<file path="config.mk">
export PLATFORM = sky130hd
export DESIGN_NAME = afu_port_reset_seq_flat
export DESIGN_NICKNAME = d
export VERILOG_FILES = /design/src/rtl/afu_port_reset_seq_if.sv /design/src/rtl/afu_port_reset_seq.sv /design/src/flat_wrapper.sv
export SDC_FILE = /design/constraint.sdc
export NUM_CORES = 1
export LEC_CHECK = 0
export CORE_ASPECT_RATIO = 0.6
export CORE_UTILIZATION = 25
export CTS_CLUSTER_DIAMETER = 50
export DETAILED_ROUTE_END_ITERATION = 16
export HOLD_SLACK_MARGIN = 0.05
export PLACE_DENSITY = 0.42
export SLEW_MARGIN = 20
export SYNTH_ARGS = -nofsm -noshare
export SYNTH_HDL_FRONTEND = slang
export SYNTH_SLANG_ARGS = --single-unit
</file>
<file path="constraint.sdc">
create_clock -name clk -period 2.25 [get_ports clk]
set_input_delay 0.45 -clock clk [delete_from_list [all_inputs] [get_ports clk]]
set_output_delay 0.45 -clock clk [all_outputs]
set_load 0.01 [all_outputs]
</file>
<file path="src/rtl/afu_port_reset_seq_if.sv">
// Port-gasket reset bundle: per-port reset requests and idle status in,
// quiesce, soft-reset, state and drain-error status out.
interface afu_port_reset_seq_if #(
  parameter int PG_NUM_PORTS = 1
);
  logic [PG_NUM_PORTS-1:0]   port_rst_n;
  logic [PG_NUM_PORTS-1:0]   port_idle;
  logic [PG_NUM_PORTS-1:0]   port_quiesce;
  logic [PG_NUM_PORTS-1:0]   port_softreset_n;
  logic [2*PG_NUM_PORTS-1:0] port_state;
  logic [PG_NUM_PORTS-1:0]   drain_timeout_err;

  modport master (
    output port_rst_n,
    output port_idle,
    input  port_quiesce,
    input  port_softreset_n,
    input  port_state,
    input  drain_timeout_err
  );

  modport slave (
    input  port_rst_n,
    input  port_idle,
    output port_quiesce,
    output port_softreset_n,
    output port_state,
    output drain_timeout_err
  );
endinterface

</file>
<file path="src/rtl/afu_port_reset_seq.sv">
// Per-port soft-reset sequencer: synchronise request, quiesce traffic,
// hold reset for a minimum width, then release ports staggered by index.
module afu_port_reset_seq #(
  parameter int PG_NUM_PORTS      = 1,
  parameter int SYNC_STAGES       = 2,
  parameter int MIN_ASSERT_CYCLES = 16,
  parameter int DRAIN_TIMEOUT     = 1024,
  parameter int STAGGER_CYCLES    = 4
) (
  input logic clk,
  input logic rst_n,
  afu_port_reset_seq_if.slave bus
);

  typedef enum logic [1:0] {
    RUN     = 2'd0,
    QUIESCE = 2'd1,
    HOLD    = 2'd2,
    RELEASE = 2'd3
  } state_t;

  localparam int HW = $clog2(MIN_ASSERT_CYCLES + 1);
  localparam int TW =
    (DRAIN_TIMEOUT > 1) ? $clog2(DRAIN_TIMEOUT) : 1;
  localparam int SMAX = (PG_NUM_PORTS - 1) * STAGGER_CYCLES;
  localparam int SW = (SMAX > 0) ? $clog2(SMAX + 1) : 1;
  localparam bit SKIP_Q = (DRAIN_TIMEOUT == 0);

  localparam logic [HW-1:0] HOLD_INIT = HW'(MIN_ASSERT_CYCLES);
  localparam logic [TW-1:0] TMO_LAST =
    TW'((DRAIN_TIMEOUT > 0) ? DRAIN_TIMEOUT - 1 : 0);

  for (genvar p = 0; p < PG_NUM_PORTS; p++) begin : g_port
    localparam logic [SW-1:0] STAG = SW'(p * STAGGER_CYCLES);

    logic [SYNC_STAGES-1:0] sync;
    logic                   req_n;
    state_t                 state, state_nxt;
    logic [HW-1:0]          hcnt, hcnt_nxt, hcnt_dec;
    logic [TW-1:0]          tmr, tmr_nxt;
    logic [SW-1:0]          scnt, scnt_nxt;
    logic                   q, q_nxt;
    logic                   sr, sr_nxt;
    logic                   err, err_nxt;

    always_ff @(posedge clk or negedge rst_n) begin
      if (!rst_n) sync <= '0;
      else sync <= {sync[SYNC_STAGES-2:0], bus.port_rst_n[p]};
    end

    assign req_n = sync[SYNC_STAGES-1];

    always_ff @(posedge clk or negedge rst_n) begin
      if (!rst_n) begin
        state <= HOLD;
        hcnt  <= HOLD_INIT;
        tmr   <= '0;
        scnt  <= '0;
        q     <= 1'b0;
        sr    <= 1'b0;
        err   <= 1'b0;
      end else begin
        state <= state_nxt;
        hcnt  <= hcnt_nxt;
        tmr   <= tmr_nxt;
        scnt  <= scnt_nxt;
        q     <= q_nxt;
        sr    <= sr_nxt;
        err   <= err_nxt;
      end
    end

    // Saturating down-count; HOLD exits on the edge it lands on zero.
    assign hcnt_dec = (hcnt != '0) ? hcnt - 1'b1 : '0;

    always_comb begin
      state_nxt = state;
      hcnt_nxt  = hcnt;
      tmr_nxt   = tmr;
      scnt_nxt  = scnt;
      q_nxt     = q;
      sr_nxt    = sr;
      err_nxt   = err;
      unique case (state)
        RUN: begin
          if (!req_n) begin
            if (SKIP_Q) begin
              state_nxt = HOLD;
              hcnt_nxt  = HOLD_INIT;
              sr_nxt    = 1'b0;
            end else begin
              state_nxt = QUIESCE;
              tmr_nxt   = '0;
              q_nxt     = 1'b1;
            end
          end
        end
        QUIESCE: begin
          if (bus.port_idle[p]) begin
            state_nxt = HOLD;
            hcnt_nxt  = HOLD_INIT;
            q_nxt     = 1'b0;
            sr_nxt    = 1'b0;
          end else if (tmr == TMO_LAST) begin
            state_nxt = HOLD;
            hcnt_nxt  = HOLD_INIT;
            q_nxt     = 1'b0;
            sr_nxt    = 1'b0;
            err_nxt   = 1'b1;
          end else begin
            tmr_nxt = tmr + 1'b1;
          end
        end
        HOLD: begin
          hcnt_nxt = hcnt_dec;
          if (hcnt_dec == '0 && req_n) begin
            state_nxt = RELEASE;
            scnt_nxt  = STAG;
          end
        end
        RELEASE: begin
          // Traffic is already stopped, so a new request skips QUIESCE.
          if (!req_n) begin
            state_nxt = HOLD;
            hcnt_nxt  = HOLD_INIT;
          end else if (scnt == '0) begin
            state_nxt = RUN;
            sr_nxt    = 1'b1;
          end else begin
            scnt_nxt = scnt - 1'b1;
          end
        end
      endcase
    end

    assign bus.port_quiesce[p]          = q;
    assign bus.port_softreset_n[p]      = sr;
    assign bus.drain_timeout_err[p]     = err;
    assign bus.port_state[2*p +: 2]     = state;
  end

endmodule
</file>
<file path="src/flat_wrapper.sv">
// flat-port wrapper written by rule: the top's interface ports become plain ports
module afu_port_reset_seq_flat 
#(
  parameter int PG_NUM_PORTS      = 1,
  parameter int SYNC_STAGES       = 2,
  parameter int MIN_ASSERT_CYCLES = 16,
  parameter int DRAIN_TIMEOUT     = 1024,
  parameter int STAGGER_CYCLES    = 4
)
  (clk, rst_n, bus_port_rst_n, bus_port_idle, bus_port_quiesce, bus_port_softreset_n, bus_port_state, bus_drain_timeout_err);
  afu_port_reset_seq_if #(.PG_NUM_PORTS(PG_NUM_PORTS)) bus_i ();
  input logic clk;
  input logic rst_n;
  input wire logic [$bits(bus_i.port_rst_n)-1:0] bus_port_rst_n;
  input wire logic [$bits(bus_i.port_idle)-1:0] bus_port_idle;
  output wire logic [$bits(bus_i.port_quiesce)-1:0] bus_port_quiesce;
  output wire logic [$bits(bus_i.port_softreset_n)-1:0] bus_port_softreset_n;
  output wire logic [$bits(bus_i.port_state)-1:0] bus_port_state;
  output wire logic [$bits(bus_i.drain_timeout_err)-1:0] bus_drain_timeout_err;
  assign bus_i.port_rst_n = bus_port_rst_n;
  assign bus_i.port_idle = bus_port_idle;
  assign bus_port_quiesce = bus_i.port_quiesce;
  assign bus_port_softreset_n = bus_i.port_softreset_n;
  assign bus_port_state = bus_i.port_state;
  assign bus_drain_timeout_err = bus_i.drain_timeout_err;
  afu_port_reset_seq #(.PG_NUM_PORTS(PG_NUM_PORTS), .SYNC_STAGES(SYNC_STAGES), .MIN_ASSERT_CYCLES(MIN_ASSERT_CYCLES), .DRAIN_TIMEOUT(DRAIN_TIMEOUT), .STAGGER_CYCLES(STAGGER_CYCLES)) u_core (.clk(clk), .rst_n(rst_n), .bus(bus_i));
endmodule
</file>
# == Word-level counts from Yosys, hierarchy flattened ==
# Index checks and enable logic that the tools add are counted.
# classes
n_lt_le_gt_ge,0
n_mux,27
reduce_logical,15
mul,0
addsub,3
n_bitwise,1
n_eq_ne,13
shifts,0
div_mod_pow,0
# ops
operator,count
10-bit two-way mux,3
5-bit two-way mux,4
10-bit one-hot mux with 2 select lines,1
5-bit one-hot mux with 3 select lines,1
2-bit two-way mux,6
3-bit AND reduction,4
4-bit AND reduction,3
"10-bit by 1-bit adder with 10-bit output, second input constant",1
"10-bit equality test, second input constant",1
"2-bit != test, second input constant",5
1-bit two-way mux,8
2-bit one-hot mux with 4 select lines,1
1-bit one-hot mux with 2 select lines,3
2-bit nonzero test,3
5-bit logical NOT,1
5-bit nonzero test,1
"5-bit by 1-bit subtractor with 5-bit output, second input constant",1
"2-bit equality test, second input constant",2
"2-bit by 1-bit != test with 1-bit output, second input constant",2
"3-bit by 2-bit != test with 1-bit output, second input constant",1
"3-bit != test, second input constant",1
3-bit nonzero test,1
"2-bit by 1-bit equality test with 1-bit output, second input constant",1
2-bit logical NOT,1
3 further kinds,3
# word_totals
reg_bits,23
latch_bits,0
in_bits,4
mem_bits_ro,0
word_cells,67
ram_bits,0
out_inout_bits,5
mem_count,0

# == Logic depth before layout (Yosys ltp) ==
# logic_depth
ltp_word,6
ltp_mapped,8

# == Worst setup path before layout ==
# OpenSTA, ideal clock, no wires.
# synth_path
path_kind,reg2reg
startpoint,reg u_core.g_port[0].state[1] (netlist: u_core.bus.port_state[1])
endpoint,reg u_core.g_port[0].tmr[9]
t_required_ns,2.173
period_less_slack_ns,2.218
path_stages_with_launch,8
n_path_buf,1
arrival_ns,2.141
slack_ns,0.032
cell_sequence,dfstp_2 inv_1 ha_1 and2_4 or3_4 buf_6 or4_1 a21oi_1
# synth_between
elab_chain_len,3
elab_cells_between_ends,8
classes_between,4 x eq/ne; 1 x mux; 3 x reduce/logical
# synth_lines
element,line,rtl
from (decl),afu_port_reset_seq.sv:38,"state_t state, state_nxt;"
from (signal assigned),afu_port_reset_seq.sv:63,state <= state_nxt;
2-bit by 1-bit equality test with 1-bit output or 2-bit logical NOT (tied branches),afu_port_reset_seq.sv:84,unique case (state)
2-bit != test (no source line) or 2-bit nonzero test (tied branches),-,
4-bit AND reduction (no source line),-,
to (signal assigned),afu_port_reset_seq.sv:65,tmr <= tmr_nxt;
to (decl),afu_port_reset_seq.sv:40,"logic [TW-1:0] tmr, tmr_nxt;"
# Parallel ways exist; a longest one is shown, timed or not.
# A chain may end at the register's enable or synchronous reset.

# == Final worst setup path ==
# layout_path
startpoint,reg u_core.g_port[0].state[1] (netlist: u_core.bus.port_state[1])
endpoint,reg u_core.g_port[0].tmr[4]
# The elaborated chain is that of the path after synthesis.

==> impl_metrics.toml <==
[run_status]
status = "finished clean"

[floorplanning]
core_um2 = 4800
dieWidth_um = 95.5
pin_count = 9
die_area_um2 = 5540
dieHeight_um = 58.1
initial_core_util_pct = 27.3
num_rows = 19

[pwr]
p_leak_uw = 0.000629
peakVddDrop_mv = 0.285
powerDensity_nw_per_um2 = 1020

[yosys]
syn_area_um2 = 1310
syn-num-nets = 144
synth_cells = 134
synth-async-reset-ratio_pct = 100
synth-seq-cells = 22
syn_area_per_cell_um2 = 9.78
synth-warning-count = 0
synth_edf_count = 0
seq_area_frac_synth_pct = 42.2
synthFlopType = "dfrtp_1"
ys_types = 40

[sta]
timing_hold_violations_final = 0
tightest_slew_ns = 0.594
period_share_pct = 95.8
setup_viol = 0
relSlewSlack_pct = 60.2
max_freq_mhz = 464
period_minus_slack_ns = 2.16
fin_ws_ns = 0.0935
worst_clock_skew_ns = 0.00387
slew_violations = 0
finalSetupTns_ns = 0

[critical_path]
crit_fanout = 13
startpoint_type = "register"
path_class = "reg2reg"
cp.required_ns = 2.44
worstPathArrival_ns = 2.34
end_kind = "register"

[finish]
num_antenna_cells = 0
fillers = 504
drive_above_1_share_pct = 15.9
finalInstanceArea_um2 = 1560
nNetsFinal = 162
layout.cells.non_filler = 214
area_growth_pct = 19.0

[clock_tree]
cts_made_buffers = 3
max-clock-path-buffers = 2
path_clk_slew_ns = 0.08
cts_tree = "yes"
root_buffer = "clkbuf_8"
clock_latency_ns = 0.26
cts.sinks = 22
cts_max_level = 1

[place]
dpl-instance-area_um2 = 1500
dp_hpwl_mm = 2.34
gp_congestion = 0.809
numPortBuffers = 8
pre_cts_ws_ns = 0.0850
dp.cells = 208

[detailed_routing]
ant_nets = 0
drtPass1Iterations = 4
wire_per_inst_um = 15.3
initialDrtViolationCount = 56
num_vias = 1123
wl_mm = 3.27
viasPerCell = 5.25
drc_errors = 0

[global_route]
grt_first_pass_wirelength_mm = 5.31
grt_antenna_before_repair = 0
grt_max_degree = 23
grt_pass1_vias = 1034
grt_util_all_layers_pct = 12.8
gr-total-overflow = 0

[min_path]
hp-class = "reg2reg"

[job]
max_cap_viol_count = 0
critical path: stages (launching register included):
cell and delay, ns:
dfstp_2 0.59, inv_1 0.07, ha_1 0.20, and2_4 0.17
or3_4 0.41, or4_1 0.48, a21oi_1 0.16
metal layers:
metal	share of wire [%]	vias up	wire, um	track usage, %
li1	-	558	-	-
met1	56	545	1820	19.7
met2	40	18	1300	18.0
met3	4.0	2	130	3.28
met4	0.49	0	16	2.35
met5	0	-	0	0
cell usage after synthesis, drive strengths merged, types with 2 or more instances:
cell type | instances | area share (%)
ha | 6 | 5.7
nand4b | 3 | 2.0
a21oi | 12 | 4.6
dfrtp | 20 | 38
o41ai | 7 | 4.7
and4 | 2 | 1.3
nand4 | 3 | 1.9
or4 | 5 | 2.9
buf | 4 | 2.5
nand3b | 2 | 1.1
or3 | 3 | 1.8
inv | 7 | 2.0
o21ai | 8 | 3.1
o31a | 2 | 1.3
nor2 | 4 | 1.1
o31ai | 9 | 5.2
nand2 | 7 | 2.0
dfstp | 2 | 4.0
clkbuf | 2 | 0.67
nand3 | 4 | 1.5
nor2b | 3 | 1.4
nor3 | 5 | 1.9
what timing repair did:
| item | 4_1_cts | 5_1_grt |
|---|---|---|
| endpoints found under the setup margin | 0 | 5 |
| buffers inserted | 0 | 2 |
| hold buffers | 0 | 0 |
| resized for setup | 0 | 1 |
power by group:
group	internal (uW)	switching, uW
registers	483	74.8
clock network	126	132
logic	355	419
total	964	626
area by class of cell:
cell class                 count  area, um^2  area share, %
sequential                    22         553           35.5
multi-input combinational     99         693           44.5
inverter                       7        26.3           1.69
clock buffer                   4        45.0           2.89
tap                           63        78.8           5.06
timing repair buffer          19         163           10.4
worst paths after layout:
path | from | end | slack (ns) | cells past startpoint
max in group asynchronous | rst_n | u_core.bus.port_state[1] | 1.42 | 2
min in group asynchronous | rst_n | u_core.g_port[0].hcnt[0] | 0.55 | 2
worst max register to register | u_core.bus.port_state[1] | u_core.g_port[0].tmr[4] | 0.09 | 6
worst min-delay path | u_core.g_port[0].sync[0] | u_core.g_port[0].sync[1] | 0.37 | 0
worst max-delay path | u_core.bus.port_state[1] | u_core.g_port[0].tmr[4] | 0.09 | 6
worst min register to register | u_core.g_port[0].sync[0] | u_core.g_port[0].sync[1] | 0.37 | 0
cell usage in the layout (no fill, tap or decap), drive strengths merged, types with 3 or more instances in the layout:
cell type      Yosys  layout
dfrtp             20      20
a21oi             12      12
buf                4      11
o31ai              9       9
o21ai              8       8
clkdlybuf4s50      0       8
inv                7       7
nand2              7       7
o41ai              7       7
ha                 6       6
nor3               5       5
or4                5       5
nand3              4       4
nor2               4       4
clkbuf             2       4
nor2b              3       3
nand4b             3       3
or3                3       3
nand4              3       3
flip-flops by register name (all words and copies together) (netlist names):
signal / flops
u_core.g_port.tmr: 10
u_core.bus.port_quiesce: 1
u_core.g_port.sync: 2
u_core.g_port.hcnt: 5
u_core.bus.drain_timeout_err: 1
u_core.bus.port_softreset_n: 1
u_core.bus.port_state: 2
metrics by stage:
stage          power, uW  hold slack, ns  utilization [%]
6_report            1590           0.366             32.5
5_1_grt             1720           0.387             32.5
4_1_cts             1570           0.373             32.1
3_5_place_dp        1300           0.353             31.1
3_3_place_gp        1300           0.337             31.1
2_1_floorplan       1030           0.154                -
cells by family (layout without fill, tap and decap cells):
| group | Yosys count | count (layout) | share of synthesized area, % |
|---|---|---|---|
| compound gates | 45 | 45 | 23.1 |
| xor+xnor | 1 | 1 | 0.669 |
| fa+ha+maj | 6 | 6 | 5.73 |
| buf+inv | 13 | 30 | 5.16 |
| flops | 22 | 22 | 42.2 |
| simple gates | 47 | 47 | 23.1 |
Power figures use the tool's default switching activity.
